<file path="src/rtl/alu_shift_add_multiplier.sv">
// Shift-and-add unsigned multiplier that borrows an external ALU as its adder.
// One ADD per RUN cycle; the carry is shifted back into the accumulator every step.
module alu_shift_add_multiplier #(
  parameter int WIDTH = 32
) (
  input  logic                 clk,
  input  logic                 reset,
  input  logic                 start_valid,
  output logic                 start_ready,
  input  logic [WIDTH-1:0]     multiplicand,
  input  logic [WIDTH-1:0]     multiplier,
  output logic [WIDTH-1:0]     alu_operandA,
  output logic [WIDTH-1:0]     alu_operandB,
  output logic [2:0]           alu_command,
  input  logic [WIDTH-1:0]     alu_result,
  input  logic                 alu_carryout,
  output logic                 done_valid,
  input  logic                 done_ready,
  output logic [2*WIDTH-1:0]   product,
  output logic                 product_zero
);

  localparam int COUNT_W = $clog2(WIDTH) + 1;
  localparam logic [COUNT_W-1:0] LAST_STEP = COUNT_W'(WIDTH - 1);

  typedef enum logic [1:0] {
    sIdle = 2'd0,
    sRun  = 2'd1,
    sDone = 2'd2
  } stateT;

  stateT                state;
  stateT                stateNext;
  logic [WIDTH-1:0]     accHi;
  logic [WIDTH-1:0]     accLo;
  logic [WIDTH-1:0]     mcand;
  logic [COUNT_W-1:0]   count;
  logic                 startReadyReg;
  logic                 doneValidReg;
  logic [2*WIDTH-1:0]   productReg;
  logic                 productZeroReg;
  logic                 accept;

  assign accept = start_valid && startReadyReg;

  // State register
  always_ff @(posedge clk) begin
    if (reset) begin
      state <= sIdle;
    end else begin
      state <= stateNext;
    end
  end

  // Next-state logic
  always_comb begin
    stateNext = state;
    case (state)
      sIdle: if (accept) stateNext = sRun;
      sRun:  if (count == LAST_STEP) stateNext = sDone;
      sDone: if (doneValidReg && done_ready) stateNext = sIdle;
      default: stateNext = sIdle;
    endcase
  end

  // ALU drive: only RUN presents a real addition, otherwise the adder idles at 0 + 0
  always_comb begin
    alu_operandA = '0;
    alu_operandB = '0;
    if (state == sRun) begin
      alu_operandA = accHi;
      alu_operandB = accLo[0] ? mcand : '0;
    end
  end

  assign alu_command = 3'd0;

  // Datapath and registered handshake outputs
  always_ff @(posedge clk) begin
    if (reset) begin
      accHi          <= '0;
      accLo          <= '0;
      mcand          <= '0;
      count          <= '0;
      startReadyReg  <= 1'b1;
      doneValidReg   <= 1'b0;
      productReg     <= '0;
      productZeroReg <= 1'b0;
    end else begin
      startReadyReg <= (stateNext == sIdle);
      case (state)
        sIdle: begin
          if (accept) begin
            mcand <= multiplicand;
            accLo <= multiplier;
            accHi <= '0;
            count <= '0;
          end
        end
        sRun: begin
          {accHi, accLo} <= {alu_carryout, alu_result, accLo[WIDTH-1:1]};
          count          <= count + 1'b1;
        end
        sDone: begin
          // First DONE cycle publishes the accumulator; later cycles just hold it
          if (!doneValidReg) begin
            productReg     <= {accHi, accLo};
            productZeroReg <= ({accHi, accLo} == '0);
            doneValidReg   <= 1'b1;
          end else if (done_ready) begin
            doneValidReg   <= 1'b0;
          end
        end
        default: ;
      endcase
    end
  end

  assign start_ready  = startReadyReg;
  assign done_valid   = doneValidReg;
  assign product      = productReg;
  assign product_zero = productZeroReg;

endmodule
</file>
<file path="config.mk">
export PLATFORM = sky130hd
export DESIGN_NAME = alu_shift_add_multiplier
export DESIGN_NICKNAME = d
export VERILOG_FILES = /design/src/rtl/alu_shift_add_multiplier.sv
export SDC_FILE = /design/constraint.sdc
export NUM_CORES = 1
export LEC_CHECK = 0
export BUFFER_PORTS_ARGS = -buffer_cell sky130_fd_sc_hd__buf_2
export CAP_MARGIN = 20
export CELL_PAD_IN_SITES_DETAIL_PLACEMENT = 1
export CELL_PAD_IN_SITES_GLOBAL_PLACEMENT = 1
export CORE_ASPECT_RATIO = 1.1
export CORE_MARGIN = 2
export CORE_UTILIZATION = 35
export CTS_CLUSTER_DIAMETER = 150
export DETAILED_ROUTE_END_ITERATION = 7
export GPL_TIMING_DRIVEN = 0
export PLACE_DENSITY = 0.82
export SETUP_SLACK_MARGIN = 0.3
export SYNTH_ARGS = -nofsm -noshare
export SYNTH_HDL_FRONTEND = slang
export SYNTH_SLANG_ARGS = --single-unit
export TNS_END_PERCENT = 1
</file>
<file path="constraint.sdc">
create_clock -name clk -period 1.64 [get_ports clk]
set_clock_uncertainty 0.1 [all_clocks]
set_input_delay 0.164 -clock clk [delete_from_list [all_inputs] [get_ports clk]]
set_output_delay 0.164 -clock clk [all_outputs]
set_load 0.1 [all_outputs]
</file>
==> results of run 1 <==
## registers in the layout, indices dropped and copies added, names as in the netlist
| name | flops |
|---|---|
| mcand | 32 |
| accHi | 32 |
| accLo | 32 |
| state | 2 |
| product | 64 |
| done_valid | 1 |
| count | 6 |
| product_zero | 1 |
| start_ready | 1 |
## layout make-up
cell class	count	area, sq um
diodes	5	12.51
plain buffers	75	828.3
clock buffers	23	488.0
clock inverters	7	88.84
fillers	2029	6211
multi-input cells	647	4103
flip-flops and latches	171	3450
well taps	247	309.0
repair buffers	336	3608
## worst max-delay path, stage by stage, from the launching register on
cell and delay, ps:
dfxtp_2 320, and2b_4 310, buf_4 220, and3_4 230, buf_8 210
## power breakdown
group	internal, W	switching [W]
clock	0.00239	0.00179
sequential	0.00437	0.000327
combinational	0.00101	0.00141
## routing by layer
layer / global-route usage / up-vias
li1: - / 3698
met1: 0.3478 / 4215
met2: 0.6157 / 428
met3: 0.07071 / 176
met4: 0.1675 / 2
met5: 0 / -
## worst paths after layout
kind                                start                         to  slack, ps  depth (start not counted)
setup / recovery      state[1]$_SDFF_PP0_            alu_operandB[3]       -360                          4
hold / removal                      reset  product_zero$_SDFFE_PP0P_        220                          4
setup reg to reg   accHi[25]$_SDFFE_PP0P_  product_zero$_SDFFE_PP0P_       -220                          4
hold reg to reg   product[1]$_SDFFE_PP0P_    product[1]$_SDFFE_PP0P_        370                          2
## cell usage after synthesis (all sizes together) (2+ instances only)
cell type,n,area share
o21ai,4,0.0035
nand2b,2,0.0018
and3,32,0.029
a22oi,3,0.0033
a21oi,138,0.10
nand3b,2,0.0022
dfxtp,171,0.50
and2,32,0.030
buf,41,0.032
nor2b,3,0.0031
nor2,96,0.053
nor4,43,0.042
nand4,6,0.0055
or4,2,0.0028
nand3,35,0.026
clkbuf,34,0.019
nand2,235,0.13
## per-stage QoR
step	hold WS, ps	TNS [ps]	area, sq um
2_1_floorplan	192.5	0	7181
3_3_place_gp	306.6	-49290	8641
3_5_place_dp	312.1	-51480	8641
4_1_cts	191.1	-19960	12010
5_1_grt	244.2	-24390	12880
6_report	216.1	-21330	12890
## logic make-up after synthesis
logic type	Yosys count	synth area share
adder cells (fa/ha/maj)	1	0.001833
AO/OA/AOI/OAI	151	0.1148
buffers and inverters	75	0.05097
other	1	0.0005495
AND/OR/NAND/NOR	492	0.3302
flip-flops	171	0.5016
## what timing repair did
item,4_1_cts,5_1_grt
resized for setup,510,214
setup buffers,6,0
hold endpoints to repair,98,0
gates cloned,1,1
endpoints found under the setup margin,300,282
hold buffers,98,0
pin swaps,61,65
==> run summary, run 1 <==
Endpoints failing hold -> 0
Library cells used by synthesis -> 38
Final Slew Violations -> 0
Post-synth EDFFs -> 0
Worst EP arrival -> 1740 ps
Synth Instances -> 891
RD Place Congestion -> 0.8506
Total GRT Usage -> 0.3312
Post-Route M1 WL -> 14000 microns
Commonest non-fill, non-tap cell in the layout -> nand2_1
Endpoints failing setup -> 71
Yosys reg bits -> 171
Area grow syn2layout -> 88.85%
Vias in the first global route -> 8949
Final min period -> 2001 ps
Synth Cell Area -> 6824 sq um
Critical Path Start Type -> flop
Clock slew at reported path FFs -> 60 ps
Root Buffer -> clkbuf_16
Die width -> 137.1 microns
Layout cells sized above 1 -> 0.4535
RSZ-0062 raised after global routing -> true
F_max -> 499.8 MHz
Drt first pass iters -> 5
TritonCTS clock tree -> yes
Num CTS Buffers -> 17
Post-DP HPWL -> 17900 microns
Fin util -> 0.6748
Slew headroom -> 0.4778
Clock Sinks -> 171
Via count -> 8519
Port Buf Inserts -> 230
Crit. End Element -> output port
Worst skew pair latency -> 440 ps
Most used DFF post-synth -> dfxtp_1
Drt via density -> 5.638
Die height -> 150.4 microns
Outcome -> complete, but fails checks
Min-delay worst type -> in2reg
Crit Path Category -> reg2out
CP required -> 1380 ps
Post-route antenna net violation count -> 0
Post-Place Worst Slack -> -478.6 ps
Mapped Avg Cell Area -> 7.659 sq um
DRT Wirelength -> 39530 microns
Failing checks -> negative setup slack
Worst setup margin -> -360.6 ps
Max_cap viols -> 0
Routed len/inst -> 26.16 microns
PwrDens -> 876.3 nW/um^2
Number of H-tree levels -> 4
Peak supply drop -> 0.6590 mV
Final Non-Filler Cells -> 1511
Die Area -> 20630 sq um
Nets@finish -> 1350
Slew @ Worst Pin -> 783.3 ps
Routed wl met3 -> 2084 microns
DRC violations left -> 0
CP Max Fanout -> 10
Initial antenna violation count -> 4
Overall power -> 0.01129 W
Yosys warning count -> 0
Ports -> 235
Synth async-reset ratio -> 0
Global route total overflow -> 0
Max clock buf depth -> 2
Leakage dissipation -> 5.080 nW
Top Metal Used -> met5
Placed insts -> 1370
Core ar. -> 19100 sq um
First-pass GRT wire length -> 51290 microns
Tcrit/Tclk final -> 1.220
Initial DRC Count -> 483
Met2 wire len -> 20870 microns
Largest net degree at the start of global routing -> 17
Initial cell density of the core -> 0.3573
Rows -> 53
Most frequent cells in the layout -> 184 x nand2_1, 156 x dfxtp_1, 103 x buf_2, 98 x dlygate4sd3_1, 76 x a21oi_1
Sequential fraction of the synthesis area -> 0.5017
No activity file was read; power rests on OpenSTA's default activity.
==> inputs of run 2 (changes only) <==
--- a/config.mk
+++ b/config.mk
@@ -17,6 +17,7 @@
 export GPL_TIMING_DRIVEN = 0
 export PLACE_DENSITY = 0.82
 export SETUP_SLACK_MARGIN = 0.3
+export SKIP_CTS_REPAIR_TIMING = 1
 export SYNTH_ARGS = -nofsm -noshare
 export SYNTH_HDL_FRONTEND = slang
 export SYNTH_SLANG_ARGS = --single-unit
==> run 2 against run 1 <==
  * The flow finishes with violations (negative hold slack, negative setup slack)
  * Worst setup slack better by 7.6 ps
  * Via count down 5.5%
  * Sequential cell count unchanged
  * Clock power down 3%
  * Utilization down 8.5 points
  * Register-to-register slack better by 80 ps
  * Global-route usage down 9.9 points
  * Die area unchanged
  * Clock-buffer cell count unchanged
  * First-iteration DRC count down 9.9%
  * Critical path type unchanged
  * Highest routed layer unchanged
==> run summary, run 2 (synthesis gave the netlist of run 1 again) <==
Nets@finish -> 1345
Initial DRC Count -> 435
Worst skew pair latency -> 430 ps
Final Non-Filler Cells -> 1502
Peak supply drop -> 0.7544 mV
Layout cells sized above 1 -> 0.3285
Outcome -> complete, but fails checks
Placed insts -> 1370
Int Power -> 0.007503 W
Largest net degree at the start of global routing -> 17
Leakage dissipation -> 4.692 nW
Via count -> 8047
Total GRT Usage -> 0.2327
Final min period -> 1993 ps
F_max -> 501.8 MHz
Number of H-tree levels -> 4
Max clock buf depth -> 2
First-pass GRT wire length -> 36960 microns
DRT Wirelength -> 32060 microns
Post-route antenna net violation count -> 0
Clock share of power -> 0.385
WHS -> -20.49 ps
Most frequent cells in the layout -> 228 x nand2_1, 178 x buf_2, 164 x dfxtp_1, 130 x a21oi_1, 96 x dlygate4sd3_1
Largest register FFs -> 64
Port Buf Inserts -> 230
Post-DP HPWL -> 17900 microns
Initial cell density of the core -> 0.3573
Core ar. -> 19100 sq um
Crit Path Category -> reg2out
Die height -> 150.4 microns
Clock Sinks -> 171
CP Max Fanout -> 10
Root Buffer -> clkbuf_16
Flop pwr share -> 0.438
Rows -> 53
Critical Path Start Type -> flop
Global route total overflow -> 0
TritonCTS clock tree -> yes
Endpoints failing setup -> 85
Min-delay worst type -> in2reg
Drt first pass iters -> 5
CP required -> 1380 ps
Vias in the first global route -> 7007
Num CTS Buffers -> 17
Area grow syn2layout -> 65.04%
DRC violations left -> 0
Clock slew at reported path FFs -> 60 ps
Combinational Power Share -> 0.177
Worst setup margin -> -353.0 ps
Max_cap viols -> 0
Slew headroom -> 0.5340
Worst EP arrival -> 1730 ps
Post-route setup TNS -> -21230 ps
Final Slew Violations -> 0
P_sw -> 0.003072 W
Ports -> 235
Failing checks -> negative hold slack, negative setup slack
Routed len/inst -> 21.35 microns
Crit. End Element -> output port
RD Place Congestion -> 0.8506
Sw Share -> 0.2905
RSZ-0062 raised after global routing -> true
Die Area -> 20630 sq um
Initial antenna violation count -> 2
Commonest non-fill, non-tap cell in the layout -> nand2_1
Endpoints failing hold -> 1
Drt via density -> 5.358
PwrDens -> 939.1 nW/um^2
Tcrit/Tclk final -> 1.215
Slew @ Worst Pin -> 699.0 ps
Die width -> 137.1 microns
==> run 2: changes by cell type in the layout (fill, tap and decap cells not counted), moves of 16 or more <==
| cell | before | now |
|---|---|---|
| nor4_1 | 22 | 38 |
| nand2_4 | 34 | 4 |
| buf_12 | 64 | 40 |
| a21oi_2 | 60 | 8 |
| nor2_2 | 18 | 2 |
| buf_2 | 103 | 178 |
| nand2_1 | 184 | 228 |
| buf_6 | 59 | 4 |
| a21oi_1 | 76 | 130 |
| nor4_2 | 19 | 3 |
| nor2_1 | 74 | 94 |
==> run 2: final cells by class <==
type	instances	area (sq um)
tap	247	309.0
multi-input combinational	647	3412
clock inverter	7	88.84
clock buffer	23	488.0
fill	2248	7836
timing repair buffer	331	2988
buffer	75	536.8
antenna	1	2.502
sequential	171	3437
==> run 2: routing by layer <==
metal,vias up,routed length [microns],global-route usage
met5,-,7,0
met4,2,1263,0.08454
met3,92,1671,0.05993
met2,329,17210,0.3910
met1,3938,11910,0.2863
li1,3686,-,-
==> run 2: per-stage QoR <==
step	instance area [sq um]	worst slack (ps)	hold slack [ps]	utilization	total power (W)
after CTS	9218	-708.3	-146.1	0.4826	0.01013
after floorplan	7181	190.7	192.5	-	0.005622
after global routing	11260	-400.7	-22.29	0.5897	0.01090
after detailed placement	8641	-478.6	312.1	0.4524	0.006131
after global placement	8641	-474.9	306.6	0.4524	0.006096
final	11260	-353.0	-20.49	0.5897	0.01058
==> run 2: power groups by stage <==
stage / logic [W] / clock network [W] / registers [W]
after CTS: 0.00146 / 0.00408 / 0.00459
after global placement: 0.00142 / 0 / 0.00468
after floorplan: 0.00100 / 0 / 0.00462
final: 0.00187 / 0.00407 / 0.00463
after detailed placement: 0.00145 / 0 / 0.00469
after global routing: 0.00199 / 0.00426 / 0.00465
==> run 2: critical path, cell delays in order, from the launching register on <==
cell	delay, ps
dfxtp_2	330
and2b_4	300
clkbuf_4	230
and3_4	230
buf_8	200
==> run 2: worst paths after layout <==
kind	end	cells after the start	start	slack [ps]
min reg2reg	product[7]$_SDFFE_PP0P_	2	product[7]$_SDFFE_PP0P_	350
max reg2reg	accHi[25]$_SDFFE_PP0P_	5	state[1]$_SDFF_PP0_	-140
min	accLo[21]$_SDFFE_PP0P_	3	multiplier[21]	-20
max	alu_operandB[19]	4	state[1]$_SDFF_PP0_	-350
==> inputs of run 3 (changes only) <==
--- a/config.mk
+++ b/config.mk
@@ -6,16 +6,16 @@
 export NUM_CORES = 1
 export LEC_CHECK = 0
 export BUFFER_PORTS_ARGS = -buffer_cell sky130_fd_sc_hd__buf_2
-export CAP_MARGIN = 20
+export CAP_MARGIN = 30
 export CELL_PAD_IN_SITES_DETAIL_PLACEMENT = 1
 export CELL_PAD_IN_SITES_GLOBAL_PLACEMENT = 1
 export CORE_ASPECT_RATIO = 1.1
 export CORE_MARGIN = 2
-export CORE_UTILIZATION = 35
+export CORE_UTILIZATION = 32
 export CTS_CLUSTER_DIAMETER = 150
 export DETAILED_ROUTE_END_ITERATION = 7
 export GPL_TIMING_DRIVEN = 0
-export PLACE_DENSITY = 0.82
+export PLACE_DENSITY = 0.79
 export SETUP_SLACK_MARGIN = 0.3
 export SKIP_CTS_REPAIR_TIMING = 1
 export SYNTH_ARGS = -nofsm -noshare
==> constraint.sdc (replaced) <==
create_clock -name clk -period 1.7 [get_ports clk]
set_clock_uncertainty 0.1 [all_clocks]
set_input_delay 0.17 -clock clk [delete_from_list [all_inputs] [get_ports clk]]
set_output_delay 0.17 -clock clk [all_outputs]
set_load 0.1 [all_outputs]
==> run 3 against run 2 <==
  * The flow finishes with violations (negative setup slack)
  * Cell count is 3.1% higher
  * Highest routed layer unchanged
  * Critical path type unchanged
  * Sequential cell count stayed put
  * Combinational power hardly changed
  * Largest power group unchanged
==> run summary, run 3 (synthesis gave the netlist of run 1 again) <==
F_max -> 497.0 MHz
Max_cap viols -> 0
Most frequent cells in the layout -> 227 x nand2_1, 166 x dfxtp_1, 135 x a21oi_1, 111 x buf_2, 95 x dlygate4sd3_1
WHS -> 4.441 ps
Initial cell density of the core -> 0.3225
Post-route setup TNS -> -19150 ps
Initial DRC Count -> 318
Core ar. -> 21160 sq um
Max clock buf depth -> 2
Design area -> 11520 sq um
Leakage dissipation -> 4.659 nW
RD Place Congestion -> 0.7910
Vias in the first global route -> 6974
Critical Path Start Type -> flop
Die width -> 143.2 microns
Max incr delay on CP -> 330 ps
Nets@finish -> 1346
Post-Place Worst Slack -> -480.7 ps
Worst skew pair latency -> 430 ps
Area grow syn2layout -> 68.89%
Min-delay worst type -> in2reg
Clock slew at reported path FFs -> 60 ps
Die Area -> 22510 sq um
CP max stage cell -> dfxtp_2
Global route total overflow -> 0
Crit Path Category -> reg2out
Endpoints failing setup -> 98
Overall power -> 0.01034 W
Root Buffer -> clkbuf_16
Via count -> 7963
Peak supply drop -> 0.7081 mV
Total GRT Usage -> 0.2109
Rows -> 56
Failing checks -> negative setup slack
Port Buf Inserts -> 230
Slew @ Worst Pin -> 956.7 ps
Slew headroom -> 0.3622
DRT Wirelength -> 31210 microns
Drt via density -> 5.144
DRC violations left -> 0
Clock Sinks -> 171
Worst setup margin -> -312.1 ps
Post-route antenna net violation count -> 0
Largest register FFs -> 64
Crit. End Element -> output port
Post-DP HPWL -> 18220 microns
CP cell instances -> and2b_4 > buf_8 > clkbuf_8 > and2_4 > buf_12
Final min period -> 2012 ps
Endpoints failing hold -> 0
CP Max Fanout -> 10
Outcome -> complete, but fails checks
PwrDens -> 897.1 nW/um^2
Delay-heaviest family, CP -> buffers and inverters
CP required -> 1430 ps
Commonest non-fill, non-tap cell in the layout -> nand2_1
Tcrit/Tclk final -> 1.184
Initial antenna violation count -> 3
TritonCTS clock tree -> yes
Ports -> 235
Routed len/inst -> 20.16 microns
Drt first pass iters -> 7
Largest net degree at the start of global routing -> 17
Final Slew Violations -> 0
Layout cells sized above 1 -> 0.3307
CP Buf/Inv Count -> 3
Number of H-tree levels -> 4
Worst EP arrival -> 1740 ps
Placed cell areas -> 8685 sq um
First-pass GRT wire length -> 37060 microns
Die height -> 157.2 microns
RSZ-0062 raised after global routing -> true
Num CTS Buffers -> 17
## run 3: tightest hold or removal path, stage by stage
cell	delay [ps]
buf_2	100
nor2_1	130
nor4_1	70
## run 3: power by group
part	switching, W	internal, W	total, W
Clock	0.00167	0.00236	0.00403
Combinational	0.00108	0.000777	0.00186
Sequential	0.000242	0.00421	0.00446
## run 3: metrics by stage
stage,std cells,util
finish,1548,0.5446
global route,1547,0.5445
CTS,1443,0.4389
detailed placement,1413,0.4104
global placement,1413,0.4104
floorplan,893,-
## run 3: worst paths after layout
check                     startpoint  cells past startpoint                   endpoint  slack, ps
max              state[1]$_SDFF_PP0_                      5            alu_operandA[5]       -310
min                    multiplier[3]                      3      accLo[3]$_SDFFE_PP0P_          4
max reg2reg   accHi[25]$_SDFFE_PP0P_                      4  product_zero$_SDFFE_PP0P_        -40
min reg2reg  product[1]$_SDFFE_PP0P_                      2    product[1]$_SDFFE_PP0P_        360
## run 3: routing by layer
layer | global-route usage | vias up | share of wire | routed length [microns]
li1 | - | 3680 | - | -
met1 | 0.2673 | 3927 | 0.39 | 12170
met2 | 0.3465 | 286 | 0.53 | 16590
met3 | 0.04959 | 68 | 0.046 | 1436
met4 | 0.08357 | 2 | 0.032 | 997
met5 | 0 | - | 0.00042 | 13
## run 3: layout make-up
| class | count | area [sq um] |
|---|---|---|
| Multi-Input combinational cell | 647 | 3390 |
| Fill cell | 2474 | 9635 |
| Timing Repair Buffer | 332 | 3178 |
| Tap cell | 290 | 362.8 |
| Antenna cell | 3 | 7.507 |
| Clock inverter | 9 | 110.1 |
| Sequential cell | 171 | 3437 |
| Buffer | 75 | 548.0 |
| Clock buffer | 21 | 491.7 |
